## config.mk

```make
export PLATFORM = sky130hd
export DESIGN_NAME = instruction_fetch_flat
export DESIGN_NICKNAME = d
export VERILOG_FILES = /design/src/rtl/instruction_fetch_if.sv /design/src/rtl/instruction_fetch.sv /design/src/flat_wrapper.sv
export SDC_FILE = /design/constraint.sdc
export NUM_CORES = 1
export LEC_CHECK = 0
export CAP_MARGIN = 20
export CORE_MARGIN = 2
export CORE_UTILIZATION = 35
export CTS_CLUSTER_SIZE = 16
export DETAILED_ROUTE_END_ITERATION = 8
export HOLD_SLACK_MARGIN = 0.03
export PLACE_DENSITY = 0.76
export SETUP_SLACK_MARGIN = 0.4
export SLEW_MARGIN = 20
export SYNTH_ARGS = -nofsm -noshare
export SYNTH_HDL_FRONTEND = slang
export SYNTH_SLANG_ARGS = --single-unit
```

## constraint.sdc

```tcl
create_clock -name clock -period 7.7 [get_ports clock]
set_clock_uncertainty 0.1 [all_clocks]
set_input_delay 1.54 -clock clock [delete_from_list [all_inputs] [get_ports clock]]
set_output_delay 1.54 -clock clock [all_outputs]
set_load 0.01 [all_outputs]
```

## src/rtl/instruction_fetch_if.sv

```systemverilog
// Instruction fetch bus: memory read request/response plus the registered word handed to decode.
interface instruction_fetch_if;
  logic        imem_req;
  logic [31:0] imem_addr;
  logic        imem_ready;
  logic [31:0] imem_rdata;
  logic        id_ready;
  logic        if_valid;
  logic [31:0] if_instr;
  logic [31:0] if_pc;

  modport master (
    output imem_req, imem_addr, if_valid, if_instr, if_pc,
    input  imem_ready, imem_rdata, id_ready
  );

  modport slave (
    input  imem_req, imem_addr, if_valid, if_instr, if_pc,
    output imem_ready, imem_rdata, id_ready
  );
endinterface

```

## src/rtl/instruction_fetch.sv

```systemverilog
// Instruction fetch stage: single-outstanding memory read, redirect flush, sticky timeout fault.
// Optional interrupt redirect to IRQ_VECTOR is enabled by defining FETCH_IRQ_EN.
module instruction_fetch #(
  parameter int unsigned TIMEOUT_CYCLES = 15,
  parameter logic [31:0] IRQ_VECTOR     = 32'h0000_0080
) (
  input  logic                       clock,
  input  logic                       reset,
  input  logic [31:0]                pc,
  output logic [31:0]                next_address,
  instruction_fetch_if.master        fetch,
  input  logic                       redirect,
  input  logic [31:0]                redirect_target,
  output logic                       fetch_error,
  input  logic                       interrupt,
  output logic [31:0]                irq_epc
);

  typedef enum logic [1:0] {IDLE, WAIT, ERROR} state_t;

  localparam logic [7:0] TIMEOUT_LIMIT = 8'(TIMEOUT_CYCLES);

  state_t      state, state_next;
  logic [7:0]  count;
  logic        if_valid;
  logic [31:0] if_instr;
  logic [31:0] if_pc;
  logic        imem_req;
  logic        accept;
  logic        flush;
  logic        take_redirect;
  logic        irq_take;
  logic        timeout_hit;
  logic        transfer;

  assign fetch.imem_req  = imem_req;
  assign fetch.imem_addr = pc;
  assign fetch.if_valid  = if_valid;
  assign fetch.if_instr  = if_instr;
  assign fetch.if_pc     = if_pc;
  assign fetch_error     = (state == ERROR);

  always_ff @(posedge clock) begin
    if (reset) state <= IDLE;
    else       state <= state_next;
  end

  // Combinational outputs are gated by reset so the stage is silent for the whole reset window.
  always_comb begin
    state_next    = state;
    imem_req      = 1'b0;
    accept        = 1'b0;
    take_redirect = 1'b0;
    irq_take      = 1'b0;
    flush         = 1'b0;
    timeout_hit   = 1'b0;
    transfer      = 1'b0;
    next_address  = pc;

    if (!reset) begin
      take_redirect = redirect && (state != ERROR);
`ifdef FETCH_IRQ_EN
      irq_take      = interrupt && !redirect && (state == WAIT);
`else
      irq_take      = 1'b0 & interrupt;
`endif
      flush         = take_redirect || irq_take;
      imem_req      = (state == WAIT) && (!if_valid || fetch.id_ready);
      accept        = imem_req && fetch.imem_ready && !flush;
      transfer      = if_valid && fetch.id_ready;
      timeout_hit   = imem_req && !fetch.imem_ready && !flush &&
                      (count == TIMEOUT_LIMIT - 8'd1);

      if (flush)
        next_address = take_redirect ? (redirect_target & ~32'h0000_0003) : IRQ_VECTOR;
      else if (accept)
        next_address = pc + 32'd4;
    end

    unique case (state)
      IDLE:    state_next = WAIT;
      WAIT:    if (timeout_hit) state_next = ERROR;
      ERROR:   state_next = ERROR;
      default: state_next = IDLE;
    endcase
  end

  always_ff @(posedge clock) begin
    if (reset) begin
      count    <= '0;
      if_valid <= 1'b0;
      if_instr <= '0;
      if_pc    <= '0;
    end else begin
      if (imem_req && !fetch.imem_ready && !flush)
        count <= count + 8'd1;
      else
        count <= '0;

      if (flush || state_next == ERROR)
        if_valid <= 1'b0;
      else if (accept)
        if_valid <= 1'b1;
      else if (transfer)
        if_valid <= 1'b0;

      if (accept) begin
        if_instr <= fetch.imem_rdata;
        if_pc    <= pc;
      end
    end
  end

`ifdef FETCH_IRQ_EN
  always_ff @(posedge clock) begin
    if (reset)         irq_epc <= '0;
    else if (irq_take) irq_epc <= pc;
  end
`else
  assign irq_epc = '0;
`endif

endmodule

```

## src/flat_wrapper.sv

```systemverilog
// flat-port wrapper written by rule: the top's interface ports become plain ports
module instruction_fetch_flat 
#(
  parameter int unsigned TIMEOUT_CYCLES = 15,
  parameter logic [31:0] IRQ_VECTOR     = 32'h0000_0080
)
  (clock, reset, pc, next_address, redirect, redirect_target, fetch_error, interrupt, irq_epc, fetch_imem_req, fetch_imem_addr, fetch_if_valid, fetch_if_instr, fetch_if_pc, fetch_imem_ready, fetch_imem_rdata, fetch_id_ready);
  instruction_fetch_if fetch_i ();
  input  logic clock;
  input  logic reset;
  input  logic [31:0] pc;
  output logic [31:0] next_address;
  input  logic redirect;
  input  logic [31:0] redirect_target;
  output logic fetch_error;
  input  logic interrupt;
  output logic [31:0] irq_epc;
  output wire logic [$bits(fetch_i.imem_req)-1:0] fetch_imem_req;
  output wire logic [$bits(fetch_i.imem_addr)-1:0] fetch_imem_addr;
  output wire logic [$bits(fetch_i.if_valid)-1:0] fetch_if_valid;
  output wire logic [$bits(fetch_i.if_instr)-1:0] fetch_if_instr;
  output wire logic [$bits(fetch_i.if_pc)-1:0] fetch_if_pc;
  input wire logic [$bits(fetch_i.imem_ready)-1:0] fetch_imem_ready;
  input wire logic [$bits(fetch_i.imem_rdata)-1:0] fetch_imem_rdata;
  input wire logic [$bits(fetch_i.id_ready)-1:0] fetch_id_ready;
  assign fetch_imem_req = fetch_i.imem_req;
  assign fetch_imem_addr = fetch_i.imem_addr;
  assign fetch_if_valid = fetch_i.if_valid;
  assign fetch_if_instr = fetch_i.if_instr;
  assign fetch_if_pc = fetch_i.if_pc;
  assign fetch_i.imem_ready = fetch_imem_ready;
  assign fetch_i.imem_rdata = fetch_imem_rdata;
  assign fetch_i.id_ready = fetch_id_ready;
  instruction_fetch #(.TIMEOUT_CYCLES(TIMEOUT_CYCLES), .IRQ_VECTOR(IRQ_VECTOR)) u_core (.clock(clock), .reset(reset), .pc(pc), .next_address(next_address), .fetch(fetch_i), .redirect(redirect), .redirect_target(redirect_target), .fetch_error(fetch_error), .interrupt(interrupt), .irq_epc(irq_epc));
endmodule
```

==> metrics.md <==
| Metric | Value |
|---|---|
| Status | `completed` |
| WP data required | `6.06 ns` |
| Clk pwr share | `41.0%` |
| Tmin final | `6.45 ns` |
| Initial antenna violation count | `0` |
| Seq/Total Area, Yosys | `33.6%` |
| First-pass DRT Iterations | `4` |
| Synth top cells by count | `nand2_1 (143), a21oi_1 (90), dfxtp_1 (75), buf_4 (64), clkbuf_1 (33)` |
| Reg power frac | `36.9%` |
| Netlist cell types | `53` |
| Inst Count DP | `953` |
| Worst-path clk slew | `0.06 ns` |
| Max_cap viols | `0` |
| Setup TNS | `0 ns` |
| Syn-to-layout area delta | `52.2%` |
| Count leader, synth | `nand2_1` |
| Leakage power | `0.00245 uW` |
| Slew margin rel. | `31.4%` |
| Core area | `12,600 um2` |
| Switching pwr | `288 uW` |
| WHS Path Cells | `2` |
| Antenna Cells | `0` |
| Async SR Flop Fraction | `0%` |
| Logic gate share of total power | `22.1%` |
| DRT antenna net count | `0` |
| Final global-route overflow total | `0` |
| Sink Count | `75` |
| DP HPWL | `10.9 mm` |
| DR WL/cell | `15.5 um` |
| Worst VDD drop | `0.0938 mV` |
| Mean Syn Cell Area | `7.18 um2` |
| Clock root buffer | `clkbuf_16` |
| Largest net degree at the start of global routing | `73` |
| Total Die Area | `13,700 um2` |
| Post-Synthesis Cells | `623` |
| Worst setup EP type | `primary output` |
| Global-route usage over all layers | `21.5%` |
| H-tree lvl count | `3` |
| Detailed Route Iter0 Violations | `335` |
| CTS Buf Count | `9` |
| Post-synthesis cell area | `4470 um2` |
| R2R Path Start | `u_core.fetch.if_valid` |
| Hold path endpoint | `u_core.fetch.if_pc[31]` |
| Vias in the first global route | `4,421` |
| Die height | `117 um` |
| Crit path kind | `primary input to primary output` |
| Nets@finish | `897` |
| Worst r2r path cells | `5` |
| RSZ-0062 raised after global routing | `false` |
| Max Root-Sink Buffers | `2` |
| Worst hold path startpoint | `u_core.fetch.if_pc[31]` |
| Power Internal | `810 uW` |
| TritonCTS clock tree | `built` |
| Resized cells post-CTS | `0` |
| Worst slew pin tran | `1.03 ns` |
| Top cells by area, synth | `dfxtp_1 (34%), nand2_1 (12%), buf_4 (11%)` |
| Worst-skew pair later-pin latency | `0.34 ns` |
| Worst hold path type | `flip-flop to flip-flop` |
| Worst hold margin | `0.350 ns` |
| R2R Setup Slk | `5.27 ns` |
| Endpoints failing setup | `0` |
| Drc violations | `0` |
| Seq cells post-synth | `75` |
| I/O pin count | `265` |
| Cts hold-fix bufs | `0` |
| Final WS setup | `1.25 ns` |
| Tcrit/Tclk final | `83.8%` |
| First-pass GRT wire length | `22.7 mm` |
| Ys Warns | `0` |
| Vias post-DR | `4,861` |
| Maximum clock rate | `155 MHz` |
| Final core utilization | `54.1%` |
| Gpl congestion | `0.744` |
| Critical Path AT | `4.81 ns` |
| Final non-filler cell total | `968` |
| Final Hold Viols | `0` |
| Sw frac | `26.3%` |
| Routed WL | `15.0 mm` |
| Post-synth top area share | `33.6%` |
| EDFF count, synth | `0` |
| Fin. max-slew vios | `0` |
| I/O Buffers | `229` |
| Layout cell share with drive strength beyond 1 | `4.15%` |
| Post-synth top area cell | `dfxtp_1` |
| Synth Flop Type | `dfxtp_1` |
| Pwr Density | `161 nW/um2` |
| Max FO, Critical Path | `48` |
| RR Endpoint | `u_core.fetch.if_pc[27]` |
| DP Worst Slack | `1.21 ns` |
| Rows | `41` |
| Startpoint Class | `primary input` |
| Vias per inst | `5.02` |
| Die X | `117 um` |
| Postcts setup bufs | `0` |
| Starting Density | `35.6%` |
==> sequential cells by signal, indices dropped and copies added, names as in the netlist <==
signal and cells:
u_core.fetch.if_pc 32, u_core.fetch.if_instr 32, u_core.state 2, u_core.fetch.if_valid 1, u_core.count 8
==> worst max-delay path: stages <==
cell and delay (ns):
clkdlybuf4s50_1 0.51, nand2b_1 0.24, or3_2 0.85, buf_4 0.39, nor3_1 0.43, a21oi_1 0.13
o22a_1 0.22, clkdlybuf4s50_1 0.49
==> cell usage in the layout, fill, tap and decap left out, types with 4 or more instances in the layout <==
cell type        instances
inv_1                    8
a22oi_1                  4
o22a_1                  10
nor2b_1                  4
xor2_1                   4
nor2_1                  31
a311oi_1                 5
nand3_1                 23
dfxtp_1                 75
nand2b_1                 4
nand4_1                 14
a21oi_1                 90
and3_1                  14
buf_4                    6
nor3_1                  14
and2_1                   4
a211oi_1                 5
clkbuf_16                9
or3_1                    6
clkdlybuf4s50_1        228
conb_1                  32
nand2_1                143
and4_1                   5
o22ai_1                  4
o21ai_0                 10
==> power groups by stage <==
stage | Sequential [uW] | Combinational [uW] | Clock [uW]
floorplan | 419 | 113 | 0
CTS | 405 | 244 | 463
detailed placement | 414 | 242 | 0
global placement | 413 | 241 | 0
finish | 405 | 242 | 451
global route | 407 | 263 | 478
==> layer usage <==
layer  track usage [%]  vias to the layer above  wire length, um  part of all wire, %
li1                  -                     2397                -                    -
met1              25.4                     2236             6180                   41
met2              36.1                      199             7230                   48
met3              5.15                       29             1120                  7.5
met4              11.1                        0              458                  3.1
met5                 0                        -                0                    0
==> per-stage QoR <==
step | instance area, um2 | power [uW]
2_1_floorplan | 4590 | 532
3_3_place_gp | 6490 | 655
3_5_place_dp | 6490 | 656
4_1_cts | 6800 | 1110
5_1_grt | 6800 | 1150
6_report | 6800 | 1100
==> cells by family after synthesis <==
family | Yosys count | share of synthesized area, %
mux | 1 | 0.252
xor+xnor | 5 | 0.979
buf+inv | 115 | 15.2
simple gates | 277 | 29.4
fa+ha+maj | 3 | 0.839
compound gates | 146 | 19.6
other cells | 1 | 0.0839
flops | 75 | 33.6
==> final cells by class <==
type | count | area, um2
fill | 1253 | 5760
multi-input combinational | 464 | 2410
timing repair buffer | 234 | 2330
sequential | 75 | 1500
clock buffer | 9 | 225
tap | 172 | 215
clock inverter | 6 | 91.3
inverter | 8 | 30.0
==> worst max path at each step <==
stage | startpoint | to | slack, ns | cells past startpoint
3_3_place_gp | redirect | next_address[14] | 1.25 | 8
4_1_cts | redirect | next_address[14] | 1.19 | 8
2_1_floorplan | pc[5] | next_address[21] | 2.94 | 6
5_1_grt | redirect | next_address[16] | 1.07 | 8
3_5_place_dp | redirect | next_address[14] | 1.21 | 8
6_report | redirect | next_address[14] | 1.25 | 8
(Power assumes the default switching activity.)
